## config.mk

```make
export PLATFORM = sky130hd
export DESIGN_NAME = pipe_hazard_ctrl
export DESIGN_NICKNAME = d
export VERILOG_FILES = /design/src/rtl/pipe_hazard_ctrl_pkg.sv /design/src/rtl/hazard_sat_counter.sv /design/src/rtl/pipe_hazard_ctrl.sv
export SDC_FILE = /design/constraint.sdc
export NUM_CORES = 1
export LEC_CHECK = 0
export BUFFER_PORTS_ARGS = -buffer_cell sky130_fd_sc_hd__buf_4
export CAP_MARGIN = 10
export CORE_MARGIN = 2
export CORE_UTILIZATION = 53
export DETAILED_ROUTE_END_ITERATION = 7
export GPL_ROUTABILITY_DRIVEN = 0
export PLACE_DENSITY = 0.84
export SYNTH_ARGS = -nofsm -noshare
export SYNTH_HDL_FRONTEND = slang
export SYNTH_SLANG_ARGS = --single-unit
```

## constraint.sdc

```tcl
create_clock -name clk -period 2.8 [get_ports clk]
set_input_delay 0.56 -clock clk [delete_from_list [all_inputs] [get_ports clk]]
set_output_delay 0.56 -clock clk [all_outputs]
set_load 0.005 [all_outputs]
```

## src/rtl/pipe_hazard_ctrl_pkg.sv

```systemverilog
// Shared encodings for the pipeline hazard controller: writeback-source select,
// memory-op "no request" code and the memory-wait FSM states.
package pipe_hazard_ctrl_pkg;

    localparam logic [1:0] wb_valD_sel_valM = 2'd1;
    localparam logic [3:0] mem_no_rw        = 4'h0;

    typedef enum logic [1:0] {
        ctrl_st_run      = 2'd0,
        ctrl_st_mem_wait = 2'd1,
        ctrl_st_hang     = 2'd2
    } ctrl_state_e;

endpackage

```

## src/rtl/hazard_sat_counter.sv

```systemverilog
// Saturating up-counter used for the controller's performance counters.
module hazard_sat_counter #(
    parameter int CNT_W = 32
) (
    input  logic             clk,
    input  logic             rst,
    input  logic             inc,
    output logic [CNT_W-1:0] count
);

    always_ff @(posedge clk or negedge rst) begin
        if (!rst)
            count <= '0;
        else if (inc && (count != '1))
            count <= count + 1'b1;
    end

endmodule

```

## src/rtl/pipe_hazard_ctrl.sv

```systemverilog
// Stall/bubble generator for the 5-stage pipe: load-use, mispredict flush and
// data-memory wait with a hang watchdog, plus stall/flush performance counters.
module pipe_hazard_ctrl
    import pipe_hazard_ctrl_pkg::*;
#(
    parameter int MEM_TIMEOUT = 255,
    parameter int CNT_W       = 32
) (
    input  logic             clk,
    input  logic             rst,
    input  logic [4:0]       decode_i_rs1,
    input  logic [4:0]       decode_i_rs2,
    input  logic             decode_i_rs1_used,
    input  logic             decode_i_rs2_used,
    input  logic             regE_i_wb_reg_wen,
    input  logic [4:0]       regE_i_wb_rd,
    input  logic [1:0]       regE_i_wb_valD_sel,
    input  logic             execute_i_mispredict,
    input  logic [3:0]       regM_i_mem_rw,
    input  logic             dmem_i_ready,
    output logic             ctrl_o_regF_stall,
    output logic             ctrl_o_regD_stall,
    output logic             ctrl_o_regD_bubble,
    output logic             ctrl_o_regE_stall,
    output logic             ctrl_o_regE_bubble,
    output logic             ctrl_o_regM_stall,
    output logic             ctrl_o_regW_bubble,
    output logic             ctrl_o_mem_timeout,
    output logic [CNT_W-1:0] ctrl_o_stall_cycles,
    output logic [CNT_W-1:0] ctrl_o_flush_count
);

    localparam int WCW = (MEM_TIMEOUT > 255) ? $clog2(MEM_TIMEOUT + 1) : 8;
    localparam logic [WCW-1:0] TO_VAL = WCW'(MEM_TIMEOUT);

    ctrl_state_e    r_state, w_state_nxt;
    logic [WCW-1:0] r_wait_cnt, w_wait_nxt;
    logic           r_timeout, w_timeout_nxt;

    logic w_mem_req, w_mem_stall, w_load_use, w_flush, w_any_stall;

    assign w_mem_req = (regM_i_mem_rw != mem_no_rw);

    assign w_mem_stall = (r_state == ctrl_st_run      && w_mem_req && !dmem_i_ready) ||
                         (r_state == ctrl_st_mem_wait && !dmem_i_ready) ||
                         (r_state == ctrl_st_hang);

    assign w_load_use = regE_i_wb_reg_wen &&
                        (regE_i_wb_valD_sel == wb_valD_sel_valM) &&
                        (regE_i_wb_rd != 5'd0) &&
                        ((decode_i_rs1_used && decode_i_rs1 == regE_i_wb_rd) ||
                         (decode_i_rs2_used && decode_i_rs2 == regE_i_wb_rd));

    assign w_flush     = rst && !w_mem_stall && execute_i_mispredict;
    assign w_any_stall = ctrl_o_regF_stall | ctrl_o_regD_stall |
                         ctrl_o_regE_stall | ctrl_o_regM_stall;

    always_ff @(posedge clk or negedge rst) begin
        if (!rst) begin
            r_state    <= ctrl_st_run;
            r_wait_cnt <= '0;
            r_timeout  <= 1'b0;
        end else begin
            r_state    <= w_state_nxt;
            r_wait_cnt <= w_wait_nxt;
            r_timeout  <= w_timeout_nxt;
        end
    end

    always_comb begin
        w_state_nxt   = r_state;
        w_wait_nxt    = r_wait_cnt;
        w_timeout_nxt = r_timeout;

        case (r_state)
            ctrl_st_run: begin
                if (w_mem_req && !dmem_i_ready) begin
                    w_state_nxt = ctrl_st_mem_wait;
                    w_wait_nxt  = WCW'(1);
                end
            end
            ctrl_st_mem_wait: begin
                if (dmem_i_ready) begin
                    w_state_nxt = ctrl_st_run;
                    w_wait_nxt  = '0;
                end else if (MEM_TIMEOUT != 0 && r_wait_cnt == TO_VAL) begin
                    w_state_nxt   = ctrl_st_hang;
                    w_timeout_nxt = 1'b1;
                end else if (r_wait_cnt != '1) begin
                    // Saturate so a disabled watchdog never wraps the count.
                    w_wait_nxt = r_wait_cnt + 1'b1;
                end
            end
            ctrl_st_hang: ;
            default: begin
                w_state_nxt = ctrl_st_run;
                w_wait_nxt  = '0;
            end
        endcase
    end

    always_comb begin
        ctrl_o_regF_stall  = 1'b0;
        ctrl_o_regD_stall  = 1'b0;
        ctrl_o_regD_bubble = 1'b0;
        ctrl_o_regE_stall  = 1'b0;
        ctrl_o_regE_bubble = 1'b0;
        ctrl_o_regM_stall  = 1'b0;
        ctrl_o_regW_bubble = 1'b0;

        if (!rst) begin
            ctrl_o_regD_bubble = 1'b1;
            ctrl_o_regE_bubble = 1'b1;
            ctrl_o_regW_bubble = 1'b1;
        end else if (w_mem_stall) begin
            // E is held, so a pending mispredict/load-use resurfaces once M drains.
            ctrl_o_regF_stall  = 1'b1;
            ctrl_o_regD_stall  = 1'b1;
            ctrl_o_regE_stall  = 1'b1;
            ctrl_o_regM_stall  = 1'b1;
            ctrl_o_regW_bubble = 1'b1;
        end else if (execute_i_mispredict) begin
            ctrl_o_regD_bubble = 1'b1;
            ctrl_o_regE_bubble = 1'b1;
        end else if (w_load_use) begin
            ctrl_o_regF_stall  = 1'b1;
            ctrl_o_regD_stall  = 1'b1;
            ctrl_o_regE_bubble = 1'b1;
        end
    end

    assign ctrl_o_mem_timeout = r_timeout;

    hazard_sat_counter #(.CNT_W(CNT_W)) u_stall_cnt (
        .clk   (clk),
        .rst   (rst),
        .inc   (w_any_stall),
        .count (ctrl_o_stall_cycles)
    );

    hazard_sat_counter #(.CNT_W(CNT_W)) u_flush_cnt (
        .clk   (clk),
        .rst   (rst),
        .inc   (w_flush),
        .count (ctrl_o_flush_count)
    );

endmodule

```

== Word-level counts from Yosys, hierarchy flattened ==
Cells that the tools add are included.

* Flip-flop bits (word level): 75
* Output and inout port bits: 72
* Input port bits: 28

* Reduce and logical (&&, ||, !) cells: 24
* Equality and inequality tests: 13
* Muxes and demuxes: 22
* Bitwise logic cells: 4
* Add/subtract/negate cells: 3

{| class="wikitable"
|+ Operators by type and width
! cell !! count
|-
| $add A32 B1 Y32 const B || 2
|-
| $ne A32 B32 Y1 const B || 2
|-
| $mux W8 || 4
|-
| $pmux W8 S3 || 1
|-
| $logic_and A1 B1 Y1 || 13
|-
| $mux W1 || 13
|-
| $eq A5 B5 Y1 || 2
|-
| $add A8 B1 Y8 const B || 1
|-
| $eq A8 B8 Y1 const B || 1
|-
| $ne A8 B8 Y1 const B || 1
|-
| $mux W2 || 3
|-
| $ne A3 B2 Y1 const B || 2
|-
| $pmux W2 S3 || 1
|-
| $reduce_and A3 Y1 || 2
|-
| $reduce_bool A5 Y1 || 1
|-
| $eq A2 B1 Y1 const B || 2
|-
| $reduce_and A4 Y1 || 1
|-
| $reduce_bool A4 Y1 || 1
|-
| $logic_or A1 B1 Y1 || 3
|-
| $ne A3 B3 Y1 const B || 1
|-
| $eq A2 B2 Y1 const B || 1
|-
| $logic_not A1 Y1 || 2
|-
| $logic_not A2 Y1 || 1
|-
| $ne A2 B1 Y1 const B || 1
|-
| other kinds (2) || 4
|}

== Depth between registers and ports, before layout ==
* Depth in word-level cells: 11
* Gate-level depth with buffers: 8
* Depth with buffers taken out: 7

== Cells and area by module ==
From an unflattened synthesis, not the netlist that was laid out.

* Cells, all modules: 398
* Area, all modules: 4,085.2 um2

{| class="wikitable"
|+ Modules (own cells, without submodules)
! module !! cells each !! area each (um2) !! sequential area each (um2) !! times used
|-
| hazard_sat_counter || 151 || 1,624.1 || 800.8 || 2
|-
| pipe_hazard_ctrl || 96 || 837.1 || 275.3 || 1
|}

== Worst setup path after synthesis ==
OpenSTA, ideal clock, no wires.

* Path kind: in2out
* From: in regM_i_mem_rw[1]
* To: out ctrl_o_regF_stall
* Setup slack: 0.267 ns
* Required time: 2.240 ns
* Stages: 6
* Arrival time: 1.973 ns
* Path through: or4_4 nor3_1 nor2_1 a31o_2 clkbuf_1 buf_4

* Cells in the longest elaborated chain, start to end: 7

{| class="wikitable"
|+ RTL lines
! element !! RTL line !! source
|-
| from (decl) || pipe_hazard_ctrl.sv:19 || <nowiki>input logic [3:0] regM_i_mem_rw,</nowiki>
|-
| $reduce_bool A4 Y1 || pipe_hazard_ctrl.sv:42 || <nowiki>assign w_mem_req = (regM_i_mem_rw != mem_no_rw);</nowiki>
|-
| $logic_and A1 B1 Y1 (2 in series) || pipe_hazard_ctrl.sv:44 || <nowiki>assign w_mem_stall = (r_state == ctrl_st_run && w_mem_req && !dmem_i_ready) ||</nowiki>
|-
| $logic_or A1 B1 Y1 || pipe_hazard_ctrl.sv:44 ||
|-
| $logic_or A1 B1 Y1 || pipe_hazard_ctrl.sv:45 || <nowiki>(r_state == ctrl_st_mem_wait && !dmem_i_ready) ||</nowiki>
|-
| $mux W1 (2 in series) || n/a ||
|-
| to (decl) || pipe_hazard_ctrl.sv:21 || <nowiki>output logic ctrl_o_regF_stall,</nowiki>
|}

Every way passes these cells.

== Final worst setup path ==
* From: in regM_i_mem_rw[1]
* To: out ctrl_o_regD_stall

* Cells in the longest elaborated chain, start to end: 7

{| class="wikitable"
|+ RTL lines
! element !! RTL line !! source
|-
| $reduce_bool A4 Y1 || pipe_hazard_ctrl.sv:42 ||
|-
| $logic_and A1 B1 Y1 (2 in series) || pipe_hazard_ctrl.sv:44 ||
|-
| $logic_or A1 B1 Y1 || pipe_hazard_ctrl.sv:44 ||
|-
| $logic_or A1 B1 Y1 || pipe_hazard_ctrl.sv:45 ||
|-
| $mux W1 || pipe_hazard_ctrl.sv:115 || <nowiki>end else if (w_mem_stall) begin</nowiki>
|-
| $mux W1 || pipe_hazard_ctrl.sv:111 || <nowiki>if (!rst) begin</nowiki>
|-
| to (decl) || pipe_hazard_ctrl.sv:22 || <nowiki>output logic ctrl_o_regD_stall,</nowiki>
|}

Every way passes these cells.

==> key figures <==
Clocking
  – CTS Sinks: 75
  – TritonCTS Buffers: 9
  – CTS tree: yes
  – Post-CTS setup buffers: 0
  – CTS Root Buffer Type: clkbuf_8
  – Latest clock arrival within the worst-skew pair: between 0.3 and 0.4 ns
  – Clk buf depth: 2
  – Post-CTS sizing: 0
  – CTS H-tree lvls: 3
  – CTS Hold Buffers Added: 0
  – Clock slew at reported path FFs: 0.08 ns

Global route
  – First-pass GRT wire length: around 15 mm
  – All-Layer GR Usage: about a quarter
  – Largest net degree at the start of global routing: 43
  – Number of global-route vias before repair: between 3,000 and 4,000
  – Gr ovfl total: 0
  – Antenna violations before repair: 0

Timing
  – Minimum clock period: between 2 and 3 ns
  – Max transition margin: about 53%
  – Worst-margin pin slew: between 0.7 and 0.8 ns
  – Fin crit share: 91.9%
  – Skew final: between 0.015 and 0.02 ns
  – RSZ-0062 raised after global routing: false
  – Count of final setup violators: 0
  – Final count of hold timing violations: 0
  – F_max: between 300 and 400 MHz
  – Max-slew violations: 0
  – Post-Route Setup TNS: 0 ns

Layout
  – Commonest cells after routing, fill and taps aside: buf_4 (106), dfrtp_1 (75), xnor2_1 (69)
  – Design Area, Final: 0.00490 mm²
  – Layout cells sized above 1: roughly 27%
  – Layout fillers: ~520
  – Nets: ~500
  – ANT cells: 0
  – P&R area growth vs syn: 29.0%
  – Most common cell after layout, fill and taps aside: buf_4
  – Post-route insts no fill: 570

Synthesis
  – Mapped Nets: between 300 and 400
  – Sequential fraction of the synthesis area: between 40 and 50%
  – Synth Register Bits: between 70 and 80
  – Unique masters post-synth: 39
  – Synthesized area: 0.00380 mm²
  – Ys Warns: 0
  – Synth Area per Inst: about 10 µm²
  – Post-Syn Instances: ~360

Detailed routing
  – DRC violations left: 0
  – WL/cell: between 15 and 20 µm
  – TritonRoute pass-1 iters: 4
  – Initial drt markers: 162
  – DR vias: approximately 3,200
  – Post-DRT Antenna Nets: 0
  – Via-to-Cell Ratio: about 5.5
  – Final wirelength: ~8.6 mm

Pwr
  – Flop pwr share: between 40 and 50%
  – Tot Pwr: between 2 and 3 mW
  – VDD IR max: roughly 400 µV
  – Cell-internal power: roughly 2 mW
  – Switching power: 0.658 mW
  – Clock power frac: 37.8%
  – Sw frac: between 20% and 30%
  – Combinational power share: ~14%
  – Leak Pwr: 2.25 nW
  – Pwr/cell area: around 540 mW/mm²

Worst setup path
  – CP bufs+invs: 2
  – Largest fanout on the critical path: 15
  – Crit path cell chain: buf_4 > or4_4 > nor3_1 > nor2_1 > a31o_2 > buf_4
  – Setup CP Type: in -> out
  – Largest stage delay on the critical path: 0.55 ns
  – Crit path max-delay family: simple AND/OR/NAND/NOR gates
  – WP data arrival: between 2 and 2.5 ns
  – CP startpoint kind: input pin
  – Most frequent CP cell: buf_4
  – WP data required: around 2.2 ns
  – CP endpoint kind: output port
  – FF-to-FF setup slack: approximately 0.40 ns
  – Critical Path Slowest Stage Cell: or4_4

Place
  – Detailed Place HPWL: roughly 6.3 mm
  – Placed cells: about 560
  – IO buf count: ~100
  – Area of placed instances: between 0.004 and 0.005 mm²

Floorplan
  – Core Region: ~0.007 mm²
  – Rows: 30
  – Starting Density: a little under three fifths
  – Io pins: 100
  – Die area: between 0.007 and 0.008 mm²
  – Width of the chip: about 89 µm
  – Die Y: around 89 µm

Worst hold path
  – Min-delay worst type: in -> async

Job
  – Max_cap viols: 0

Run status
  – Status: complete, no violations
-- registers in the layout (all words and copies together) (netlist names) --
signal and count:
r_wait_cnt 8, u_stall_cnt.count 32, r_state 2, u_flush_cnt.count 32, ctrl_o_mem_timeout 1
-- per-stage QoR --
step | hold slack [ns] | utilization [%] | setup slack (ns)
6_report | 0.322 | 71.3 | 0.226
5_1_grt | 0.338 | 71.3 | 0.136
4_1_cts | 0.320 | 71.3 | 0.223
3_5_place_dp | 0.480 | 67.9 | 0.162
3_3_place_gp | 0.477 | 67.9 | 0.243
2_1_floorplan | 0.264 | - | 0.267
-- synth_stat cells, drive strengths merged --
cell type | count | area, µm²
nand2b | 2 | 12.5
nand4bb | 1 | 11.3
buf | 4 | 27.5
xnor2 | 69 | 604
nor4 | 3 | 33.8
nand4b | 2 | 17.5
inv | 5 | 18.8
clkbuf | 7 | 26.3
nor2b | 1 | 6.26
nor3b | 1 | 7.51
o21ai | 6 | 33.8
dfrtp | 75 | 1880
a21oi | 3 | 15.0
a211oi | 2 | 20.0
nand4 | 28 | 190
nand2 | 29 | 109
a31o | 1 | 8.76
nor3 | 9 | 45.0
a31oi | 2 | 18.8
o22ai | 2 | 12.5
nand3 | 42 | 210
or4 | 1 | 11.3
mux2i | 1 | 10.0
ha | 3 | 37.5
and3 | 26 | 163
mux2 | 2 | 22.5
a2111oi | 1 | 27.5
nor2 | 17 | 63.8
nand3b | 3 | 22.5
xor2 | 8 | 70.1
and2 | 2 | 12.5
a22o | 1 | 8.76
and4 | 5 | 43.8
-- final cells by class --
cell class | count | area [µm²] | share of cell area (%)
flip-flops and latches | 75 | 1880 | 38.3
multi-input cells | 273 | 1850 | 37.7
clock inverters | 4 | 98.8 | 2.02
well taps | 96 | 120 | 2.45
clock buffers | 11 | 141 | 2.88
inverters | 5 | 18.8 | 0.383
repair buffers | 106 | 796 | 16.2
-- power by group through the flow --
stage	Sequential, mW	Clock [mW]	Combinational [mW]
finish	1.26	1.00	0.384
global route	1.28	1.08	0.432
CTS	1.26	1.02	0.393
detailed placement	1.28	0	0.391
global placement	1.28	0	0.372
floorplan	1.27	0	0.172
-- metal layers --
metal  track usage, %  vias to the layer above  part of all wire, %
li1                 -                     1504                    -
met1             30.7                     1536                   43
met2             39.6                      104                   50
met3             5.69                       18                  4.7
met4             8.13                        0                  2.1
met5                0                        -                    0
-- cells by family (layout without fill, tap and decap cells) --
group	Yosys count	count (layout)	synth area share, %
and+or+nand+nor	172	172	25.3
xor gates and xnor gates	77	77	17.8
DFF	75	75	49.4
AOI/OAI and AO/OA	18	18	3.82
buffers and inverters	16	126	1.91
adders and majority gates	3	3	0.988
muxes	3	3	0.856
-- final timing paths --
| check | start | end | cells after the start |
|---|---|---|---|
| setup / recovery | regM_i_mem_rw[1] | ctrl_o_regD_stall | 6 |
| hold / removal | rst | u_stall_cnt.count[16]$_DFFE_PN0P_ | 2 |
| setup reg to reg | u_flush_cnt.count[18]$_DFFE_PN0P_ | u_flush_cnt.count[29]$_DFFE_PN0P_ | 6 |
| hold reg to reg | u_flush_cnt.count[25]$_DFFE_PN0P_ | u_flush_cnt.count[25]$_DFFE_PN0P_ | 1 |
| max in group asynchronous | rst | r_wait_cnt[2]$_DFFE_PN0P_ | 2 |
| min in group clk | u_flush_cnt.count[25]$_DFFE_PN0P_ | u_flush_cnt.count[25]$_DFFE_PN0P_ | 1 |
No activity file was read; power rests on OpenSTA's default activity.
